**src/rtl/fsm_ab_tx_if.sv**
```systemverilog
// Parallel-in / serial-out bus for the "101" pattern transmitter.
// The master side supplies words and the counter clear; the slave side
// (the transmitter) returns the serial stream and the expected-match count.
interface fsm_ab_tx_if #(
  parameter int WIDTH = 8,
  parameter int CNT_W = 8
);
  logic [WIDTH-1:0] data_in;
  logic             valid_in;
  logic             ready_out;
  logic             bit_out;
  logic             bit_valid;
  logic             done;
  logic             clear_cnt;
  logic [CNT_W-1:0] expect_cnt;

  modport master (
    output data_in, valid_in, clear_cnt,
    input  ready_out, bit_out, bit_valid, done, expect_cnt
  );

  modport slave (
    input  data_in, valid_in, clear_cnt,
    output ready_out, bit_out, bit_valid, done, expect_cnt
  );
endinterface

```
**src/rtl/fsm_ab_tx.sv**
```systemverilog
// Serial pattern transmitter: accepts WIDTH-bit words over valid/ready and
// shifts them out MSB-first with no gap between back-to-back words. A copy
// of the downstream "101" detector watches bit_out and keeps a saturating
// count of the detections the real detector should report.
module fsm_ab_tx #(
  parameter int WIDTH = 8,
  parameter int CNT_W = 8
) (
  input logic        clock,
  input logic        reset,
  fsm_ab_tx_if.slave bus
);

  localparam int RW = $clog2(WIDTH);
  localparam logic [RW-1:0] REM_LOAD = RW'(WIDTH - 1);

  typedef enum logic {
    IDLE,
    SHIFT
  } state_t;

  typedef enum logic [1:0] {
    T_S0,
    T_S1,
    T_S2,
    T_S3
  } det_t;

  state_t           state;
  logic [RW-1:0]    rem;      // bits still to send after the current one
  logic [WIDTH-2:0] shreg;    // bits below the one currently on bit_out
  logic             bit_q;
  logic             valid_q;
  logic             done_q;
  det_t             det;
  det_t             det_next;
  logic [CNT_W-1:0] cnt;
  logic             accept;

  // Ready while idle or while the LSB is on the wire, so the next word's
  // MSB can follow the current LSB without an idle bit.
  assign bus.ready_out = (state == IDLE) || (rem == '0);
  assign accept        = bus.valid_in && bus.ready_out;

  assign bus.bit_out    = bit_q;
  assign bus.bit_valid  = valid_q;
  assign bus.done       = done_q;
  assign bus.expect_cnt = cnt;

  // Detector model next state from the bit currently on the wire.
  always_comb begin
    // NOTE: default first so every path assigns det_next and no latch is inferred.
    det_next = T_S0;
    unique case (det)
      T_S0: det_next = bit_q ? T_S1 : T_S0;
      T_S1: det_next = bit_q ? T_S1 : T_S2;
      T_S2: det_next = bit_q ? T_S3 : T_S0;
      T_S3: det_next = bit_q ? T_S1 : T_S2;
      default: det_next = T_S0;
    endcase
  end

  // Transmit FSM: load on accept, shift while bits remain, else go idle.
  always_ff @(posedge clock) begin
    // NOTE: non-blocking assignments so every register samples pre-edge values.
    if (reset) begin
      state   <= IDLE;
      rem     <= '0;
      shreg   <= '0;
      bit_q   <= 1'b0;
      valid_q <= 1'b0;
      done_q  <= 1'b0;
    end else if (accept) begin
      state   <= SHIFT;
      bit_q   <= bus.data_in[WIDTH-1];
      shreg   <= bus.data_in[WIDTH-2:0];
      rem     <= REM_LOAD;
      valid_q <= 1'b1;
      done_q  <= 1'b0;
    end else if (state == SHIFT && rem != '0) begin
      bit_q   <= shreg[WIDTH-2];
      shreg   <= shreg << 1;
      rem     <= rem - RW'(1);
      done_q  <= (rem == RW'(1));
    end else begin
      state   <= IDLE;
      rem     <= '0;
      bit_q   <= 1'b0;
      valid_q <= 1'b0;
      done_q  <= 1'b0;
    end
  end

  // Detector model state and saturating expected-match counter; clear wins.
  always_ff @(posedge clock) begin
    if (reset) begin
      det <= T_S0;
      cnt <= '0;
    end else begin
      det <= det_next;
      if (bus.clear_cnt) begin
        cnt <= '0;
      end else if (det_next == T_S3 && cnt != '1) begin
        cnt <= cnt + CNT_W'(1);
      end
    end
  end

endmodule

```
**src/flat_wrapper.sv**
```systemverilog
// flat-port wrapper written by rule: the top's interface ports become plain ports
module fsm_ab_tx_flat 
#(
  parameter int WIDTH = 8,
  parameter int CNT_W = 8
)
  (clock, reset, bus_data_in, bus_valid_in, bus_clear_cnt, bus_ready_out, bus_bit_out, bus_bit_valid, bus_done, bus_expect_cnt);
  fsm_ab_tx_if #(.WIDTH(WIDTH), .CNT_W(CNT_W)) bus_i ();
  input logic clock;
  input logic reset;
  input wire logic [$bits(bus_i.data_in)-1:0] bus_data_in;
  input wire logic [$bits(bus_i.valid_in)-1:0] bus_valid_in;
  input wire logic [$bits(bus_i.clear_cnt)-1:0] bus_clear_cnt;
  output wire logic [$bits(bus_i.ready_out)-1:0] bus_ready_out;
  output wire logic [$bits(bus_i.bit_out)-1:0] bus_bit_out;
  output wire logic [$bits(bus_i.bit_valid)-1:0] bus_bit_valid;
  output wire logic [$bits(bus_i.done)-1:0] bus_done;
  output wire logic [$bits(bus_i.expect_cnt)-1:0] bus_expect_cnt;
  assign bus_i.data_in = bus_data_in;
  assign bus_i.valid_in = bus_valid_in;
  assign bus_i.clear_cnt = bus_clear_cnt;
  assign bus_ready_out = bus_i.ready_out;
  assign bus_bit_out = bus_i.bit_out;
  assign bus_bit_valid = bus_i.bit_valid;
  assign bus_done = bus_i.done;
  assign bus_expect_cnt = bus_i.expect_cnt;
  fsm_ab_tx #(.WIDTH(WIDTH), .CNT_W(CNT_W)) u_core (.clock(clock), .reset(reset), .bus(bus_i));
endmodule
```
**config.mk**
```make
export PLATFORM = sky130hd
export DESIGN_NAME = fsm_ab_tx_flat
export DESIGN_NICKNAME = d
export VERILOG_FILES = /design/src/rtl/fsm_ab_tx_if.sv /design/src/rtl/fsm_ab_tx.sv /design/src/flat_wrapper.sv
export SDC_FILE = /design/constraint.sdc
export NUM_CORES = 1
export LEC_CHECK = 0
export BUFFER_PORTS_ARGS = -buffer_cell sky130_fd_sc_hd__buf_4
export CORE_MARGIN = 3
export CORE_UTILIZATION = 56
export DETAILED_ROUTE_END_ITERATION = 16
export GPL_TIMING_DRIVEN = 0
export PLACE_DENSITY = 0.82
export SLEW_MARGIN = 5
export SYNTH_ARGS = -nofsm -noshare
export SYNTH_HDL_FRONTEND = slang
export SYNTH_SLANG_ARGS = --single-unit
export TNS_END_PERCENT = 30
```
**constraint.sdc**
```tcl
create_clock -name clock -period 2.57 [get_ports clock]
set_input_delay 0.6425 -clock clock [delete_from_list [all_inputs] [get_ports clock]]
set_output_delay 0.6425 -clock clock [all_outputs]
set_load 0.01 [all_outputs]
```
==> results of run 1 <==
-- cells by family after synthesis --
family	synth area share
AOI/OAI and AO/OA	0.219
and+or+nand+nor	0.182
DFF	0.424
buffers and inverters	0.0380
muxes	0.0830
adders and majority gates	0.0461
xor gates and xnor gates	0.00807
-- synth_stat cells, types with 2 or more instances --
library cell	instances	area, µm²
dfxtp_1	23	460
a211oi_1	18	135
mux2i_1	9	90.1
a21oi_1	5	25.0
a31oi_1	5	31.3
nand2_1	5	18.8
and3_1	4	25.0
ha_1	4	50.1
inv_1	4	15.0
buf_2	3	15.0
nor2b_1	3	18.8
and2_1	2	12.5
and4_1	2	17.5
and4b_1	2	20.0
inv_2	2	7.51
nand2b_1	2	12.5
nor2_1	2	7.51
nor3_1	2	10.0
-- layout make-up --
class	count	area, µm²	share of cell area
Buffer	4	18.8	0.0144
Tap cell	25	31.3	0.0240
Timing Repair Buffer	21	158	0.121
Multi-Input combinational cell	78	584	0.449
Inverter	6	22.5	0.0173
Clock buffer	4	26.3	0.0202
Sequential cell	23	460	0.354
-- per-layer routing --
metal | GRT usage | share of wire | vias up | wire, µm
met5 | 0 | 0 | - | 0
met4 | 0.106 | 0.025 | 0 | 59
met3 | 0.0665 | 0.061 | 6 | 142
met2 | 0.367 | 0.51 | 38 | 1190
met1 | 0.230 | 0.40 | 474 | 941
li1 | - | - | 472 | -
-- critical path: stages (launching register included) --
cell	delay, ps
dfxtp_1	390
inv_1	80
ha_1	190
buf_2	180
a21oi_4	230
inv_2	130
buf_4	160
-- flip-flops by register name, indices dropped and copies added, names as in the netlist --
name and cells:
u_core.bus.done 1, u_core.bus.bit_out 1, u_core.bus.expect_cnt 8, u_core.state 1
u_core.rem 3, u_core.shreg 7, u_core.det 2
-- how the worst min path moves through the flow --
stage                               start                 end
after floorplan             u_core.rem[0]       u_core.rem[0]
after global placement      u_core.rem[0]       u_core.rem[0]
after detailed placement  u_core.shreg[6]  u_core.bus.bit_out
after CTS                 u_core.shreg[6]  u_core.bus.bit_out
after global routing        u_core.det[0]       u_core.det[1]
final                     u_core.shreg[6]  u_core.bus.bit_out
-- power groups by stage --
stage / Combinational [mW] / Clock [mW] / Sequential (mW)
4_1_cts: 0.0932 / 0.171 / 0.387
2_1_floorplan: 0.0629 / 0 / 0.393
5_1_grt: 0.103 / 0.188 / 0.390
3_5_place_dp: 0.0924 / 0 / 0.395
6_report: 0.0935 / 0.171 / 0.388
3_3_place_gp: 0.0901 / 0 / 0.394
-- stage by stage --
stage               utilization  total power [mW]  setup slack (ps)  area (µm²)  hold WS (ps)
floorplan                     -             0.456               917        1090           449
global placement          0.715             0.484               663        1270           468
detailed placement        0.715             0.488               629        1270           476
CTS                       0.730             0.652               259        1300           495
global route              0.730             0.682               188        1300           541
finish                    0.730             0.652               256        1300           498
-- cell usage in the layout (no fill, tap or decap), types with 3 or more instances in the layout --
master    instances
a211oi_1         18
a21oi_1           5
a31oi_1           5
and3_1            4
buf_2             3
buf_4            21
clkbuf_4          3
dfxtp_1          23
ha_1              4
inv_1             4
mux2i_1           9
nand2_1           5
nor2b_1           3
==> summary.md, run 1 <==
| Metric | Value |
|---|---|
| Number of nets in the layout | `153` |
| Number of warnings reported in the yosys synthesis log | `0` |
| Reported max-cap violation count | `0` |
| Synthesis-to-layout area growth | `19.8%` |
| Max Slew Vio Count | `0` |
| Die outline height | `50.0 µm` |
| Die X-Extent | `50.0 µm` |
| Antenna-violating nets left | `0` |
| Standard-cell rows | `15` |
| Port Buf Inserts | `21` |
| Logic depth of the worst register-to-register path | `6` |
| Number of placed instances, taps included | `157` |
| Period utilization | `0.900` |
| Final instance count without filler cells | `161` |
| Clock root cell | `clkbuf_4` |
| Critical path capture point type | `primary output` |
| Antenna violations before repair | `0` |
| Portion of total power attributed to combinational logic | `0.143` |
| Via count of the first global-routing pass | `889` |
| Instance count of the mapped netlist | `111` |
| Outcome | `complete, no violations` |
| H-tree depth | `1` |
| Number of optimization iterations in the first detailed-route pass | `4` |
| Hold Buf Count CTS | `0` |
| Detailed Place HPWL | `1710 µm` |
| Crit Path Category | `flop to primary output` |
| Cell-internal power | `478 µW` |
| Clock tree buffer depth | `2` |
| Highest clock frequency the design can meet | `432 MHz` |
| Worst Clk Skew | `1.98 ps` |
| GR Util All Layers | `0.213` |
| First-pass GRT wire length | `4040 µm` |
| Worst slew slack as a fraction of its limit | `0.703` |
| Clock transition at path regs | `120 ps` |
| Flops & latches, synth | `23` |
| Data required, critical path | `1930 ps` |
| Maximum number of pins on one net before global-route repair | `13` |
| Static leakage | `0.541 nW` |
| Setup_tns | `0 ps` |
| Tmin final | `2310 ps` |
| Worst setup path end | `bus_ready_out` |
| Quantity of gates resized following cts | `0` |
| Remaining routing DRC violations | `0` |
| Worst VDD drop | `484 µV` |
| Relative contribution of sequential cells to total power | `0.594` |
| Wire length per cell after detailed routing | `14.5 µm` |
| Clk network pwr share | `0.262` |
| Summed instance area of the synthesized netlist | `0.00109 mm²` |
| Fill cell instance count of the final layout | `146` |
| Ratio of cells with drive above 1 in the final layout | `0.235` |
| Number of buffers added for setup after CTS | `0` |
| Count of cell types in the netlist | `32` |
| I/O pin cnt | `24` |
| Final Hold Fails | `0` |
| Launching point of the worst reg2reg path | `u_core.rem[0]` |
| Clock latency at the later pin of the worst-skew pair | `310 ps` |
| Number of CTS-inserted buffers | `3` |
| Cell Pwr Density | `501 mW/mm²` |
| Primary flip-flop cell chosen by synthesis mapping | `dfxtp_1` |
| Starting utilization of the core area | `0.609` |
| Clock tree from TritonCTS | `built` |
| Die area | `0.00250 mm²` |
| Final Setup Violations | `0` |
| Actual slew at the worst max-slew pin | `445 ps` |
| Routability Congestion | `0.775` |
| Iter 0 DRT Violations | `22` |
| Proportion of total power due to net switching | `0.266` |
| Syn Area/Cell | `9.78 µm²` |
| Startpoint types | `flop` |
| Number of enable flip-flop cells after synthesis | `0` |
| Highest net fanout along the worst path | `8` |
| Setup repair after global routing missed its margin | `false` |
| Post-detailed-route via-to-cell ratio | `6.15` |
| Type of the worst min-delay path | `flop to flop` |
| Total detailed-routing wirelength | `2340 µm` |
| Ant diodes | `0` |
| Critical path startpoint | `u_core.rem[0]` |
| Reg2reg end | `u_core.bus.done` |
| Ys async rst share | `0` |
| Vias after detailed routing | `990` |
| Sequential area share after synthesis | `0.424` |
| Overall overflow remaining after global route | `0` |
| Hold Path Depth | `2` |
| Area inside the core boundary | `0.00178 mm²` |
| Worst Path Arrival | `1670 ps` |
| Total number of clock tree sinks | `23` |
| Worst R2R Setup Slack | `1020 ps` |
| Post-Syn Nets | `127` |
| Net switching power | `174 µW` |
(Power assumes the default switching activity.)
==> run 2: changes to the inputs <==
Settings changed: CORE_UTILIZATION 56 to 52, PLACE_DENSITY 0.82 to 0.77.
Clock period 2.57 ns to 2.4 ns, I/O delays scaled along.
==> run 2 against run 1 <==
  * Register-to-register slack lost 130 ps
  * Largest power group unchanged
  * Final cell count is the same
  * Highest routed layer unchanged
  * Flip-flop and latch count is the same
  * Non-clock buffer count is the same
  * Worst hold slack gained 1.8 ps
  * Clock skew grew 3.3 ps
==> summary.md, run 2 (synthesis results as in run 1) <==
| Metric | Value |
|---|---|
| Outcome | `complete, no violations (unchanged)` |
| Detailed Place HPWL | `1700 µm (was 1710 µm)` |
| Area inside the core boundary | `0.00184 mm² (was 0.00178 mm²)` |
| Antenna violations before repair | `0 (unchanged)` |
| Remaining routing DRC violations | `0 (unchanged)` |
| Max Slew Vio Count | `0 (unchanged)` |
| Cell area after placement | `0.00127 mm² (unchanged)` |
| Port Buf Inserts | `21 (unchanged)` |
| Worst VDD drop | `470 µV (was 484 µV)` |
| Setup_tns | `0 ps (unchanged)` |
| Wire length per cell after detailed routing | `14.1 µm (was 14.5 µm)` |
| Clock root cell | `clkbuf_4 (unchanged)` |
| Clock tree buffer depth | `2 (unchanged)` |
| Overall overflow remaining after global route | `0 (unchanged)` |
| Reported max-cap violation count | `0 (unchanged)` |
| Iter 0 DRT Violations | `9 (was 22)` |
| First-pass GRT wire length | `4070 µm (was 4040 µm)` |
| Static leakage | `0.541 nW (unchanged)` |
| Hold Buf Count CTS | `0 (unchanged)` |
| Final Setup Violations | `0 (unchanged)` |
| Final design instance area without fill | `0.00130 mm² (unchanged)` |
| Most common library cell in the layout ignoring fill and taps | `dfxtp_1 (unchanged)` |
| I/O pin cnt | `24 (unchanged)` |
| GR Util All Layers | `0.200 (was 0.213)` |
| Worst Path Arrival | `1640 ps (was 1670 ps)` |
| Routability Congestion | `0.767 (was 0.775)` |
| Tmin final | `2240 ps` |
| Highest net fanout along the worst path | `8 (unchanged)` |
| Die area | `0.00267 mm² (was 0.00250 mm²)` |
| Setup WS pre-CTS | `516 ps (was 629 ps)` |
| Actual slew at the worst max-slew pin | `438 ps (was 445 ps)` |
| Ant diodes | `0 (unchanged)` |
| Utilization after layout | `0.707 (was 0.730)` |
| Post-detailed-route via-to-cell ratio | `5.86 (was 6.15)` |
| Sequential cell area | `460 µm² (unchanged)` |
| Startpoint types | `flop (unchanged)` |
| Die outline height | `51.7 µm (was 50.0 µm)` |
| Total number of clock tree sinks | `23 (unchanged)` |
| Final instance count without filler cells | `161 (unchanged)` |
| Critical path capture point type | `primary output (unchanged)` |
| Highest clock frequency the design can meet | `446 MHz` |
| Starting utilization of the core area | `0.590 (was 0.609)` |
| Cells along the critical path | `inv_1 -> ha_1 -> buf_2 -> a21oi_4 -> inv_2 -> buf_4 (unchanged)` |
| Period utilization | `0.934` |
| Final worst setup slack | `159 ps (was 256 ps)` |
| Multi-input combinational cell area | `584 µm² (unchanged)` |
| Final Hold Fails | `0 (unchanged)` |
| Fill cell instance count of the final layout | `158 (was 146)` |
| Worst Clk Skew | `5.32 ps (was 1.98 ps)` |
| Maximum cell stage delay along the critical path | `390 ps (about the same)` |
| Standard-cell rows | `15 (unchanged)` |
| Vias after detailed routing | `943 (was 990)` |
| H-tree depth | `1 (unchanged)` |
| Clock tree from TritonCTS | `built (unchanged)` |
| Antenna-violating nets left | `0 (unchanged)` |
| Data required, critical path | `1800 ps (was 1930 ps)` |
| Ratio of cells with drive above 1 in the final layout | `0.235 (unchanged)` |
| Commonest cells after routing, fill and taps aside | `dfxtp_1, buf_4, a211oi_1 (unchanged)` |
| Clock latency at the later pin of the worst-skew pair | `300 ps (was 310 ps)` |
| Number of CTS-inserted buffers | `3 (unchanged)` |
| Number of optimization iterations in the first detailed-route pass | `4 (unchanged)` |
| Die X-Extent | `51.7 µm (was 50.0 µm)` |
| Number of nets in the layout | `153 (unchanged)` |
| Max reg flops | `8 (unchanged)` |
| Quantity of gates resized following cts | `0 (unchanged)` |
| Number of buffers added for setup after CTS | `0 (unchanged)` |
| Worst slew slack as a fraction of its limit | `0.708 (was 0.703)` |
| Clock transition at path regs | `120 ps (about the same)` |
| Type of the worst min-delay path | `flop to flop (unchanged)` |
| Crit Path Category | `flop to primary output (unchanged)` |
| Slowest library cell on the worst path | `dfxtp_1 (unchanged)` |
| Cell Pwr Density | `532 mW/mm² (was 501 mW/mm²)` |
| Setup repair after global routing missed its margin | `false (unchanged)` |
| Total detailed-routing wirelength | `2260 µm (was 2340 µm)` |
| Via count of the first global-routing pass | `948 (was 889)` |
| Maximum number of pins on one net before global-route repair | `13 (unchanged)` |
| Number of placed instances, taps included | `157 (unchanged)` |
| Synthesis-to-layout area growth | `19.8% (unchanged)` |
-- run 2: cell counts in the layout (fill, tap and decap cells not counted) --
No cell type changed its count.
-- run 2: per-layer routing --
layer | part of all wire | GRT usage | up-vias
li1 | - | - | 472
met1 | 0.44 | 0.229 | 442
met2 | 0.50 | 0.360 | 27
met3 | 0.055 | 0.0372 | 2
met4 | 0.0075 | 0.0830 | 0
met5 | 0 | 0 | -
-- run 2: area by class of cell --
type	count	share of cell area
Clock buffer	4	0.0202
Timing Repair Buffer	21	0.121
Tap cell	25	0.0240
Buffer	4	0.0144
Multi-Input combinational cell	78	0.449
Inverter	6	0.0173
Sequential cell	23	0.354
-- run 2: where the power goes --
group / total (mW) / internal (mW) / switching (mW) / leakage, nW
Sequential: 0.415 / 0.401 / 0.0142 / 0.188
Combinational: 0.101 / 0.0462 / 0.0551 / 0.338
Clock: 0.175 / 0.0647 / 0.111 / 0.0150
-- run 2: worst paths after layout --
path,slack (ps),end,cells past startpoint,start
max,160,bus_ready_out,6,u_core.rem[0]
min,500,u_core.det[1],2,u_core.det[0]
max reg2reg,890,u_core.bus.done,6,u_core.rem[0]
min reg2reg,500,u_core.det[1],2,u_core.det[0]
-- run 2: through the flow --
stage,power (mW),hold WS [ps]
after CTS,0.701,502
after floorplan,0.488,449
final,0.692,500
after global routing,0.728,528
after detailed placement,0.524,483
after global placement,0.519,466
-- run 2: worst max-delay path, delay by kind of cell, from the launching register on --
| family | cells | cell delay, ps |
|---|---|---|
| buffers and inverters | 4 | 540 |
| flip-flops | 1 | 390 |
| AO/OA/AOI/OAI | 1 | 230 |
| adder cells (fa/ha/maj) | 1 | 190 |
